===== config.mk =====
export PLATFORM = sky130hd
export DESIGN_NAME = topic_consolidator
export DESIGN_NICKNAME = d
export VERILOG_FILES = /design/src/rtl/topic_consolidator.sv
export SDC_FILE = /design/constraint.sdc
export NUM_CORES = 1
export LEC_CHECK = 0
export ABC_AREA = 1
export BUFFER_PORTS_ARGS = -buffer_cell sky130_fd_sc_hd__buf_2
export CAP_MARGIN = 20
export CORE_AREA = 2 2 100 151
export CTS_CLUSTER_SIZE = 40
export DETAILED_ROUTE_END_ITERATION = 16
export DIE_AREA = 0 0 102 153
export GPL_ROUTABILITY_DRIVEN = 0
export HOLD_SLACK_MARGIN = 0.08
export PLACE_DENSITY = 0.78
export RECOVER_POWER = 50
export SLEW_MARGIN = 25
export SYNTH_ARGS = -nofsm -noshare
export SYNTH_HDL_FRONTEND = slang
export SYNTH_SLANG_ARGS = --single-unit

===== constraint.sdc =====
create_clock -name clk -period 3.7 [get_ports clk]
set_input_delay 0.74 -clock clk [delete_from_list [all_inputs] [get_ports clk]]
set_output_delay 0.74 -clock clk [all_outputs]
set_load 0.03 [all_outputs]

===== src/rtl/topic_consolidator.sv =====
// Topic consolidator: collects per-theta episode phases into a ping-pong slot bank and
// reduces the closed bank into a topic signature on each delta tick. Optional feature: TOPIC_HIST_EN.
module topic_consolidator #(
    parameter int              NSLOT    = 5,
    parameter int              DW       = 8,
    parameter logic [DW-1:0]   COH_TH   = 8'd32,
    parameter logic [DW-1:0]   SHIFT_TH = 8'd64
) (
    input  logic              clk,
    input  logic              rst_n,
    input  logic              episode_valid,
    input  logic [DW-1:0]     episode_phase,
    input  logic [2:0]        theta_cnt,
    input  logic              delta_tick,
    output logic              topic_valid,
    input  logic              topic_ready,
    output logic [DW+2:0]     topic_sum,
    output logic [2:0]        topic_count,
    output logic [DW-1:0]     topic_min,
    output logic [DW-1:0]     topic_max,
    output logic [DW-1:0]     topic_span,
    output logic              topic_coherent,
    output logic              topic_shift,
    output logic              busy,
    output logic              topic_overrun
);

    localparam int         SW   = (NSLOT > 1) ? $clog2(NSLOT) : 1;
    localparam logic [2:0] LAST = 3'(NSLOT - 1);

    typedef enum logic [1:0] {
        ST_IDLE    = 2'd0,
        ST_REDUCE  = 2'd1,
        ST_PUBLISH = 2'd2
    } state_t;

    state_t               r_state;
    logic                 r_bank;
    logic [2:0]           r_ptr;
    logic [DW-1:0]        r_phase [2][NSLOT];
    logic [NSLOT-1:0]     r_vld   [2];

    logic [DW+2:0]        r_acc_sum;
    logic [2:0]           r_acc_cnt;
    logic [DW-1:0]        r_acc_min;
    logic [DW-1:0]        r_acc_max;

    logic                 r_topic_valid;
    logic [DW+2:0]        r_topic_sum;
    logic [2:0]           r_topic_count;
    logic [DW-1:0]        r_topic_min;
    logic [DW-1:0]        r_topic_max;
    logic [DW-1:0]        r_topic_span;
    logic                 r_topic_coherent;
    logic                 r_busy;
    logic                 r_topic_overrun;

    logic                 w_wr_en;
    logic [SW-1:0]        w_wslot;
    logic [SW-1:0]        w_rslot;
    logic                 w_rd_bank;
    logic                 w_rd_vld;
    logic [DW-1:0]        w_rd_phase;
    logic                 w_load;
    logic                 w_empty;
    logic [DW-1:0]        w_pub_min;
    logic [DW-1:0]        w_pub_max;
    logic [DW-1:0]        w_span;
    logic                 w_coh;

    // Write-port decode and closed-bank read port.
    always_comb begin
        w_wr_en    = episode_valid && (theta_cnt < 3'(NSLOT));
        w_wslot    = theta_cnt[SW-1:0];
        w_rslot    = r_ptr[SW-1:0];
        w_rd_bank  = ~r_bank;
        w_rd_vld   = r_vld[w_rd_bank][w_rslot];
        w_rd_phase = r_phase[w_rd_bank][w_rslot];
    end

    // Signature finalisation seen in PUBLISH; an empty topic publishes zeros and is never coherent.
    always_comb begin
        w_load    = (!r_topic_valid) || topic_ready;
        w_empty   = (r_acc_cnt == 3'd0);
        w_pub_min = {DW{1'b0}};
        w_pub_max = {DW{1'b0}};
        if (w_empty) begin
            w_pub_min = {DW{1'b0}};
            w_pub_max = {DW{1'b0}};
        end else begin
            w_pub_min = r_acc_min;
            w_pub_max = r_acc_max;
        end
        w_span = w_pub_max - w_pub_min;
        if (w_empty) begin
            w_coh = 1'b0;
        end else begin
            w_coh = (w_span <= COH_TH);
        end
    end

`ifdef TOPIC_HIST_EN
    logic [DW-1:0] r_prev_mid;
    logic          r_prev_ok;
    logic          r_topic_shift;
    logic [DW:0]   w_mid_sum;
    logic [DW-1:0] w_mid;
    logic [DW-1:0] w_mid_diff;
    logic          w_shift;

    // Midpoint of this topic and its distance from the previous published midpoint.
    always_comb begin
        w_mid_sum = {1'b0, r_acc_min} + {1'b0, r_acc_max};
        w_mid     = w_mid_sum[DW:1];
        if (w_mid >= r_prev_mid) begin
            w_mid_diff = w_mid - r_prev_mid;
        end else begin
            w_mid_diff = r_prev_mid - w_mid;
        end
        w_shift = r_prev_ok && (w_mid_diff > SHIFT_TH);
    end

    assign topic_shift = r_topic_shift;
`else
    logic w_unused_shift_th;
    assign w_unused_shift_th = ^SHIFT_TH;
    assign topic_shift       = 1'b0;
`endif

    // Slot bank: writes land in the active bank, REDUCE retires slots of the closed bank.
    always_ff @(posedge clk or negedge rst_n) begin
        if (!rst_n) begin
            for (int b = 0; b < 2; b++) begin
                r_vld[b] <= {NSLOT{1'b0}};
                for (int s = 0; s < NSLOT; s++) begin
                    r_phase[b][s] <= {DW{1'b0}};
                end
            end
        end else begin
            for (int b = 0; b < 2; b++) begin
                for (int s = 0; s < NSLOT; s++) begin
                    if (w_wr_en && (r_bank == 1'(b)) && (w_wslot == SW'(s))) begin
                        r_vld[b][s]   <= 1'b1;
                        r_phase[b][s] <= episode_phase;
                    end else if ((r_state == ST_REDUCE) && (r_bank != 1'(b)) && (w_rslot == SW'(s))) begin
                        r_vld[b][s] <= 1'b0;
                    end
                end
            end
        end
    end

    // Reducer FSM with registered signature, handshake and overrun flag.
    always_ff @(posedge clk or negedge rst_n) begin
        if (!rst_n) begin
            r_state          <= ST_IDLE;
            r_bank           <= 1'b0;
            r_ptr            <= 3'd0;
            r_acc_sum        <= {(DW+3){1'b0}};
            r_acc_cnt        <= 3'd0;
            r_acc_min        <= {DW{1'b0}};
            r_acc_max        <= {DW{1'b0}};
            r_topic_valid    <= 1'b0;
            r_topic_sum      <= {(DW+3){1'b0}};
            r_topic_count    <= 3'd0;
            r_topic_min      <= {DW{1'b0}};
            r_topic_max      <= {DW{1'b0}};
            r_topic_span     <= {DW{1'b0}};
            r_topic_coherent <= 1'b0;
            r_busy           <= 1'b0;
            r_topic_overrun  <= 1'b0;
`ifdef TOPIC_HIST_EN
            r_prev_mid       <= {DW{1'b0}};
            r_prev_ok        <= 1'b0;
            r_topic_shift    <= 1'b0;
`endif
        end else begin
            if (r_topic_valid && topic_ready) begin
                r_topic_valid <= 1'b0;
            end
            case (r_state)
                ST_IDLE: begin
                    if (delta_tick) begin
                        r_bank    <= ~r_bank;
                        r_acc_sum <= {(DW+3){1'b0}};
                        r_acc_cnt <= 3'd0;
                        r_acc_min <= {DW{1'b1}};
                        r_acc_max <= {DW{1'b0}};
                        r_ptr     <= 3'd0;
                        r_busy    <= 1'b1;
                        r_state   <= ST_REDUCE;
                    end else begin
                        r_busy    <= 1'b0;
                    end
                end
                ST_REDUCE: begin
                    if (delta_tick) begin
                        r_topic_overrun <= 1'b1;
                    end
                    if (w_rd_vld) begin
                        r_acc_sum <= r_acc_sum + {3'b000, w_rd_phase};
                        r_acc_cnt <= r_acc_cnt + 3'd1;
                        if (w_rd_phase < r_acc_min) begin
                            r_acc_min <= w_rd_phase;
                        end
                        if (w_rd_phase > r_acc_max) begin
                            r_acc_max <= w_rd_phase;
                        end
                    end
                    if (r_ptr == LAST) begin
                        r_state <= ST_PUBLISH;
                    end else begin
                        r_ptr   <= r_ptr + 3'd1;
                    end
                end
                ST_PUBLISH: begin
                    if (delta_tick) begin
                        r_topic_overrun <= 1'b1;
                    end
                    if (w_load) begin
                        r_topic_valid    <= 1'b1;
                        r_topic_sum      <= r_acc_sum;
                        r_topic_count    <= r_acc_cnt;
                        r_topic_min      <= w_pub_min;
                        r_topic_max      <= w_pub_max;
                        r_topic_span     <= w_span;
                        r_topic_coherent <= w_coh;
`ifdef TOPIC_HIST_EN
                        if (!w_empty) begin
                            r_topic_shift <= w_shift;
                            r_prev_mid    <= w_mid;
                            r_prev_ok     <= 1'b1;
                        end else begin
                            r_topic_shift <= 1'b0;
                        end
`endif
                    end else begin
                        r_topic_overrun <= 1'b1;
                    end
                    r_busy  <= 1'b0;
                    r_state <= ST_IDLE;
                end
                default: begin
                    r_busy  <= 1'b0;
                    r_state <= ST_IDLE;
                end
            endcase
        end
    end

    assign topic_valid    = r_topic_valid;
    assign topic_sum      = r_topic_sum;
    assign topic_count    = r_topic_count;
    assign topic_min      = r_topic_min;
    assign topic_max      = r_topic_max;
    assign topic_span     = r_topic_span;
    assign topic_coherent = r_topic_coherent;
    assign busy           = r_busy;
    assign topic_overrun  = r_topic_overrun;

endmodule


# --- Yosys cells after proc, flatten, opt, wreduce, memory -nomap -nowiden ---
# Cells that the tools add are included.
classes:
  n_addsub: 4
  order_cmp: 7
  n_reduce_logical: 51
  n_bitwise: 3
  eq_ne: 16
  mux: 61
op_table:
  columns: ["op", "n"]
  rows:
  - ["40-bit 2-to-1 mux", 3]
  - ["8-bit 2-to-1 mux", 10]
  - ["8-bit one-hot mux with 2 select lines", 2]
  - ["1-bit 2-to-1 mux", 28]
  - ["1-bit logical AND", 26]
  - ["8-bit binary-select mux with 3-bit select", 1]
  - ["2-bit nonzero test", 12]
  - ["11-bit 2-to-1 mux", 2]
  - ["11-bit one-hot mux with 2 select lines", 1]
  - ["5-bit 2-to-1 mux", 3]
  - ["3-bit by 2-bit == test with 1-bit output, second input constant", 4]
  - ["3-bit one-hot mux with 2 select lines", 2]
  - ["11-bit by 8-bit adder with 11-bit output", 1]
  - ["3-bit zero test", 3]
  - ["3-bit 2-to-1 mux", 3]
  - ["8-bit greater-than comparator", 1]
  - ["8-bit by 6-bit <= comparator with 1-bit output, second input constant", 1]
  - ["8-bit < comparator", 1]
  - ["4-bit AND reduction", 2]
  - ["8-bit subtractor", 1]
  - ["3-bit by 1-bit adder with 3-bit output, second input constant", 2]
  - ["3-bit by 1-bit == test with 1-bit output, second input constant", 2]
  - ["3-bit == test, second input constant", 2]
  - ["2-bit by 1-bit inequality test with 1-bit output, second input constant", 3]
  - ["other kinds (19)", 26]
totals:
  ff_bits: 168
  wordCells: 178
  out_inout_bits: 43

# --- Depth between registers and ports, before layout ---
logic_depth:
  depth_word: 12
  depth_mapped: 22
  mapped_depth_nobuf: 19

# --- Worst setup path before layout ---
# OpenSTA, ideal clock, no wires.
synth_timing:
  kind: "register -> register"
  start: "reg r_bank"
  end: "reg r_acc_max[1]"
  n_path_buf: 5
  stages_incl_launch_ff: 18
  setup_slack_ns: 0.990
  required_time_ns: 3.574
  arrival_ns: 2.584
  setup_ns: 0.126
  path_cell_list: "dfrtp_1 buf_6 buf_4 buf_4 buf_2 o21ai_0 o22ai_1 nand2_1 nand3_1 ha_1 nand2_1 nor2_1 nand3_1 o211ai_1 o21ai_0 a21oi_4 buf_6 o21ai_0"
synth_via:
  elab_chain_cells: 11
synth_rtl:
  columns: ["element", "line", "source"]
  rows:
  - ["start, declared", "38", "logic r_bank;"]
  - ["start signal, assigned", "184", "r_bank <= ~r_bank;"]
  - ["1-bit inverter (*)", "76", "w_rd_bank = ~r_bank;"]
  - ["1-bit inverter with 2-bit output (implied by the code) (*)", "77, 78", null]
  - ["40-bit 2-to-1 mux (implied by the code) (3 in series)", "78", "w_rd_phase = r_phase[w_rd_bank][w_rslot];"]
  - ["8-bit binary-select mux with 3-bit select", "78", null]
  - ["8-bit 2-to-1 mux (implied by the code) (2 in series)", "78", null]
  - ["8-bit greater-than comparator or 8-bit 2-to-1 mux (tied branches)", "206", "if (w_rd_phase > r_acc_max) begin"]
  - ["2-bit by 1-bit inequality test with 1-bit output (no source line) or 8-bit 2-to-1 mux (tied branches)", null, null]
  - ["4-bit AND reduction (no source line) or 8-bit one-hot mux with 2 select lines (tied branches)", null, null]
  - ["end signal, assigned", "162", "r_acc_max <= {DW{1'b0}};"]
  - ["end signal, assigned", "188", "r_acc_max <= {DW{1'b0}};"]
  - ["end signal, assigned", "207", "r_acc_max <= w_rd_phase;"]
  - ["end, declared", "46", "logic [DW-1:0] r_acc_max;"]
# Every way passes the cells marked *; elsewhere a longest branch is shown, timed or not. The select of a mux whose other input is x is not followed.
# A chain may end at the register's enable or synchronous reset.

# --- Final worst setup path ---
layout_timing:
  start: "reg r_ptr[0]"
  end: "reg r_acc_sum[10]"
layout_via:
  elab_chain_cells: 7
layout_rtl:
  columns: ["element", "line", "source"]
  rows:
  - ["start, declared", "39", "logic [2:0] r_ptr;"]
  - ["start signal, assigned", "213", "r_ptr <= r_ptr + 3'd1;"]
  - ["3-bit inverter with 4-bit output (implied by the code)", "78", null]
  - ["8-bit binary-select mux with 3-bit select", "78", null]
  - ["8-bit 2-to-1 mux (implied by the code) (2 in series)", "78", null]
  - ["11-bit by 8-bit adder with 11-bit output", "201", "r_acc_sum <= r_acc_sum + {3'b000, w_rd_phase};"]
  - ["11-bit 2-to-1 mux", "200", "if (w_rd_vld) begin"]
  - ["11-bit one-hot mux with 2 select lines", "181", "case (r_state)"]
  - ["end signal, assigned", "159", "r_acc_sum <= {(DW+3){1'b0}};"]
  - ["end signal, assigned", "185", "r_acc_sum <= {(DW+3){1'b0}};"]
  - ["end signal, assigned", "201", null]
  - ["end, declared", "43", "logic [DW+2:0] r_acc_sum;"]
# Parallel ways exist; a longest one is shown, timed or not. The select of a mux whose other input is x is not followed.

==> results.py <==
metrics = {
    "status": {
        "outcome": "complete, but fails checks",
        "violations": "capacitance limit, slew limit",
    },
    "yosys": {
        "syn_area_um2": 8410,
        "synth-edff-count": 0,
        "ys_types": 41,
        "ys_ff_latch": 168,
        "syn_avg_cell_area_um2": 8.38,
        "synth_cells": 1004,
        "synth_nets": 1062,
        "synth_flop_cell": "dfrtp_1",
        "synthArstFlopShare_pct": 100,
        "yosysWarnings": 0,
        "ys_seq_area_share_pct": 50.0,
    },
    "die": {
        "initial_core_util_pct": 58.7,
        "io_pins": 59,
        "chipWidth_um": 102,
        "die_y_um": 153,
        "fp.dieArea_um2": 15600,
        "rows": 54,
        "core-area_um2": 14300,
    },
    "clock_network": {
        "numCtsBuffers": 17,
        "clock_latency_ps": 430,
        "clk_pin_slew_worst_paths_ps": 70,
        "cts.sinks": 168,
        "htree_levels": 4,
        "cts_tree": "done",
        "root_buffer": "clkbuf_16",
        "cts_buffer_depth": 2,
    },
    "global_routing": {
        "grt_max_degree": 80,
        "grt.total_usage_pct": 28.1,
        "grt_pass1_vias": 6920,
        "grt_pass1_wl_um": 34200,
        "grt_remaining_overflow": 0,
        "grt_antenna_before_repair": 0,
    },
    "detailed_routing": {
        "drt-total-wl_um": 20700,
        "drtPass1Iterations": 6,
        "drt_iter0_markers": 424,
        "via_count": 7040,
        "vias_per_cell": 5.61,
        "final_antenna_net_count": 0,
        "route.detailed.drc": 0,
        "routedWlPerCell_um": 16.5,
    },
    "worst_setup_path": {
        "start_kind": "flop",
        "critical_path_peak_fanout": 21,
        "r2r.worst_path.cells": 17,
        "crit_type": "flop to flop",
        "crit_arrival_ps": 3590,
        "worst-endpoint-required_ps": 4040,
        "endpoint_kind": "flop",
    },
    "power": {
        "power_density_nw_per_um2": 1040,
        "ir_worst_vdd_mv": 0.526,
        "p_leak_nw": 4.66,
    },
    "timing": {
        "fin_skew_ps": 10.5,
        "fin_tns_setup_ps": 0,
        "slew_headroom_pct": -34.9,
        "fmax_mhz": 308,
        "rsz0062_at_grt": "false",
        "hold_viol": 0,
        "setup_viol": 0,
        "worstMarginPinSlew_ps": 2020,
        "finalCriticalPeriod_ps": 3240,
        "timing.final.crit_share_pct": 87.7,
        "drv_slew": 79,
    },
    "cells_and_area": {
        "final_util_pct": 65.1,
        "diodes": 0,
        "syn_to_final_growth_pct": 10.9,
        "fin_nets": 1105,
        "layout-drive-gt1-share_pct": 9.34,
        "layout_commonest_cell": "nand2_1",
        "final_cell_mix": "nand2_1 (290), o21ai_0 (170), dfrtp_1 (167)",
    },
    "placed_design": {
        "port_buffers": 57,
        "dp_hpwl_um": 14100,
    },
    "job": {
        "maxCapViolCount": 1,
    },
    "min_path": {
        "hold_depth": 1,
        "hold_class": "flop to flop",
    },
}
==> registers in the layout (all words and copies together) (netlist names), 3 cells and up <==
signal       count
r_acc_cnt        3
r_acc_max        8
r_acc_min        8
r_acc_sum       11
r_phase         80
r_ptr            3
r_vld           10
topic_count      3
topic_max        8
topic_min        8
topic_span       8
topic_sum       11
==> Yosys cell counts, types with 4 or more instances <==
| cell type | n | area share (%) |
|---|---|---|
| nor2_1 | 56 | 2.5 |
| nor3_1 | 9 | 0.54 |
| inv_1 | 86 | 3.8 |
| nand3_1 | 44 | 2.6 |
| buf_4 | 6 | 0.54 |
| nand4_1 | 14 | 1.0 |
| a21oi_1 | 23 | 1.4 |
| o211ai_1 | 4 | 0.36 |
| clkbuf_1 | 23 | 1.0 |
| xor2_1 | 7 | 0.73 |
| buf_2 | 5 | 0.30 |
| buf_6 | 6 | 0.80 |
| dfrtp_1 | 168 | 50 |
| ha_1 | 40 | 5.9 |
| o22ai_1 | 18 | 1.3 |
| nand2_1 | 290 | 13 |
| o21ai_0 | 170 | 10 |
==> metrics by stage <==
stage | setup slack (ps) | cells | cell area (um2) | hold WS [ps] | power, mW
6_report | 457 | 1256 | 9330 | 455 | 9.74
5_1_grt | 189 | 1256 | 9330 | 489 | 10.5
4_1_cts | 289 | 1256 | 9360 | 389 | 9.74
3_5_place_dp | 422 | 1224 | 8790 | 443 | 7.95
3_3_place_gp | 504 | 1224 | 8790 | 446 | 7.79
2_1_floorplan | 990 | 1004 | 8410 | 434 | 6.75
==> power breakdown <==
part           total (mW)  switching (mW)  internal (mW)  leakage [nW]
Clock                1.74           0.792          0.944         0.274
Sequential           3.16           0.510           2.65          2.14
Combinational        4.84            3.27           1.56          2.24
Total                9.74            4.57           5.16          4.66
==> cell families after synthesis <==
family	after synthesis	share of synthesized area (%)
AO/OA/AOI/OAI	227	14.4
XOR/XNOR	8	0.833
adder cells (fa/ha/maj)	42	6.42
buffers and inverters	131	6.81
flip-flops	168	50.0
multiplexers	1	0.134
other	1	0.0446
AND/OR/NAND/NOR	426	21.4
==> what timing repair did <==
item | in CTS | in global routing
hold buffers | 0 | 0
endpoints found under the hold margin | 0 | 0
gates resized for setup | 0 | 1
setup endpoints to repair | 0 | 1
setup buffers | 0 | 0
==> final timing paths <==
check | start | end | slack [ps]
worst max-delay path | r_ptr[0] | r_acc_sum[10] | 460
worst min-delay path | topic_overrun | topic_overrun | 450
worst max register to register | r_ptr[0] | r_acc_sum[10] | 460
worst min register to register | topic_overrun | topic_overrun | 450
max in group asynchronous | rst_n | topic_span[5] | 1280
min in group asynchronous | rst_n | topic_sum[3] | 890
==> worst max-delay path, stage by stage, from the launching register on <==
cell and delay (ps):
dfrtp_1 550, inv_2 370, nand3_1 140, nand2_1 120, nand2_1 80, nand3_1 200
ha_1 220, inv_1 60, fa_1 410, nor2_1 120, nor2_1 60, nor2_1 130
o21ai_0 120, nand2_1 100, nand3_1 70, nor2_1 130, o21ai_0 100, a21oi_1 160
==> routing by layer <==
| layer | vias up | wire, um | global-route usage, % | share of wire [%] |
|---|---|---|---|---|
| met4 | 0 | 1130 | 15.5 | 5.5 |
| li1 | 3380 | - | - | - |
| met1 | 3323 | 8080 | 33.5 | 39 |
| met2 | 269 | 10400 | 47.2 | 50 |
| met3 | 68 | 1130 | 4.94 | 5.5 |
| met5 | - | 0 | 0 | 0 |
==> final cells by class <==
class | instances | area, um2
Timing Repair Buffer | 64 | 325
Multi-Input combinational cell | 705 | 3640
Sequential cell | 168 | 4210
Inverter | 91 | 349
Clock inverter | 14 | 136
Fill cell | 1230 | 5000
Tap cell | 196 | 245
Clock buffer | 18 | 429
Power figures use the tool's default switching activity.
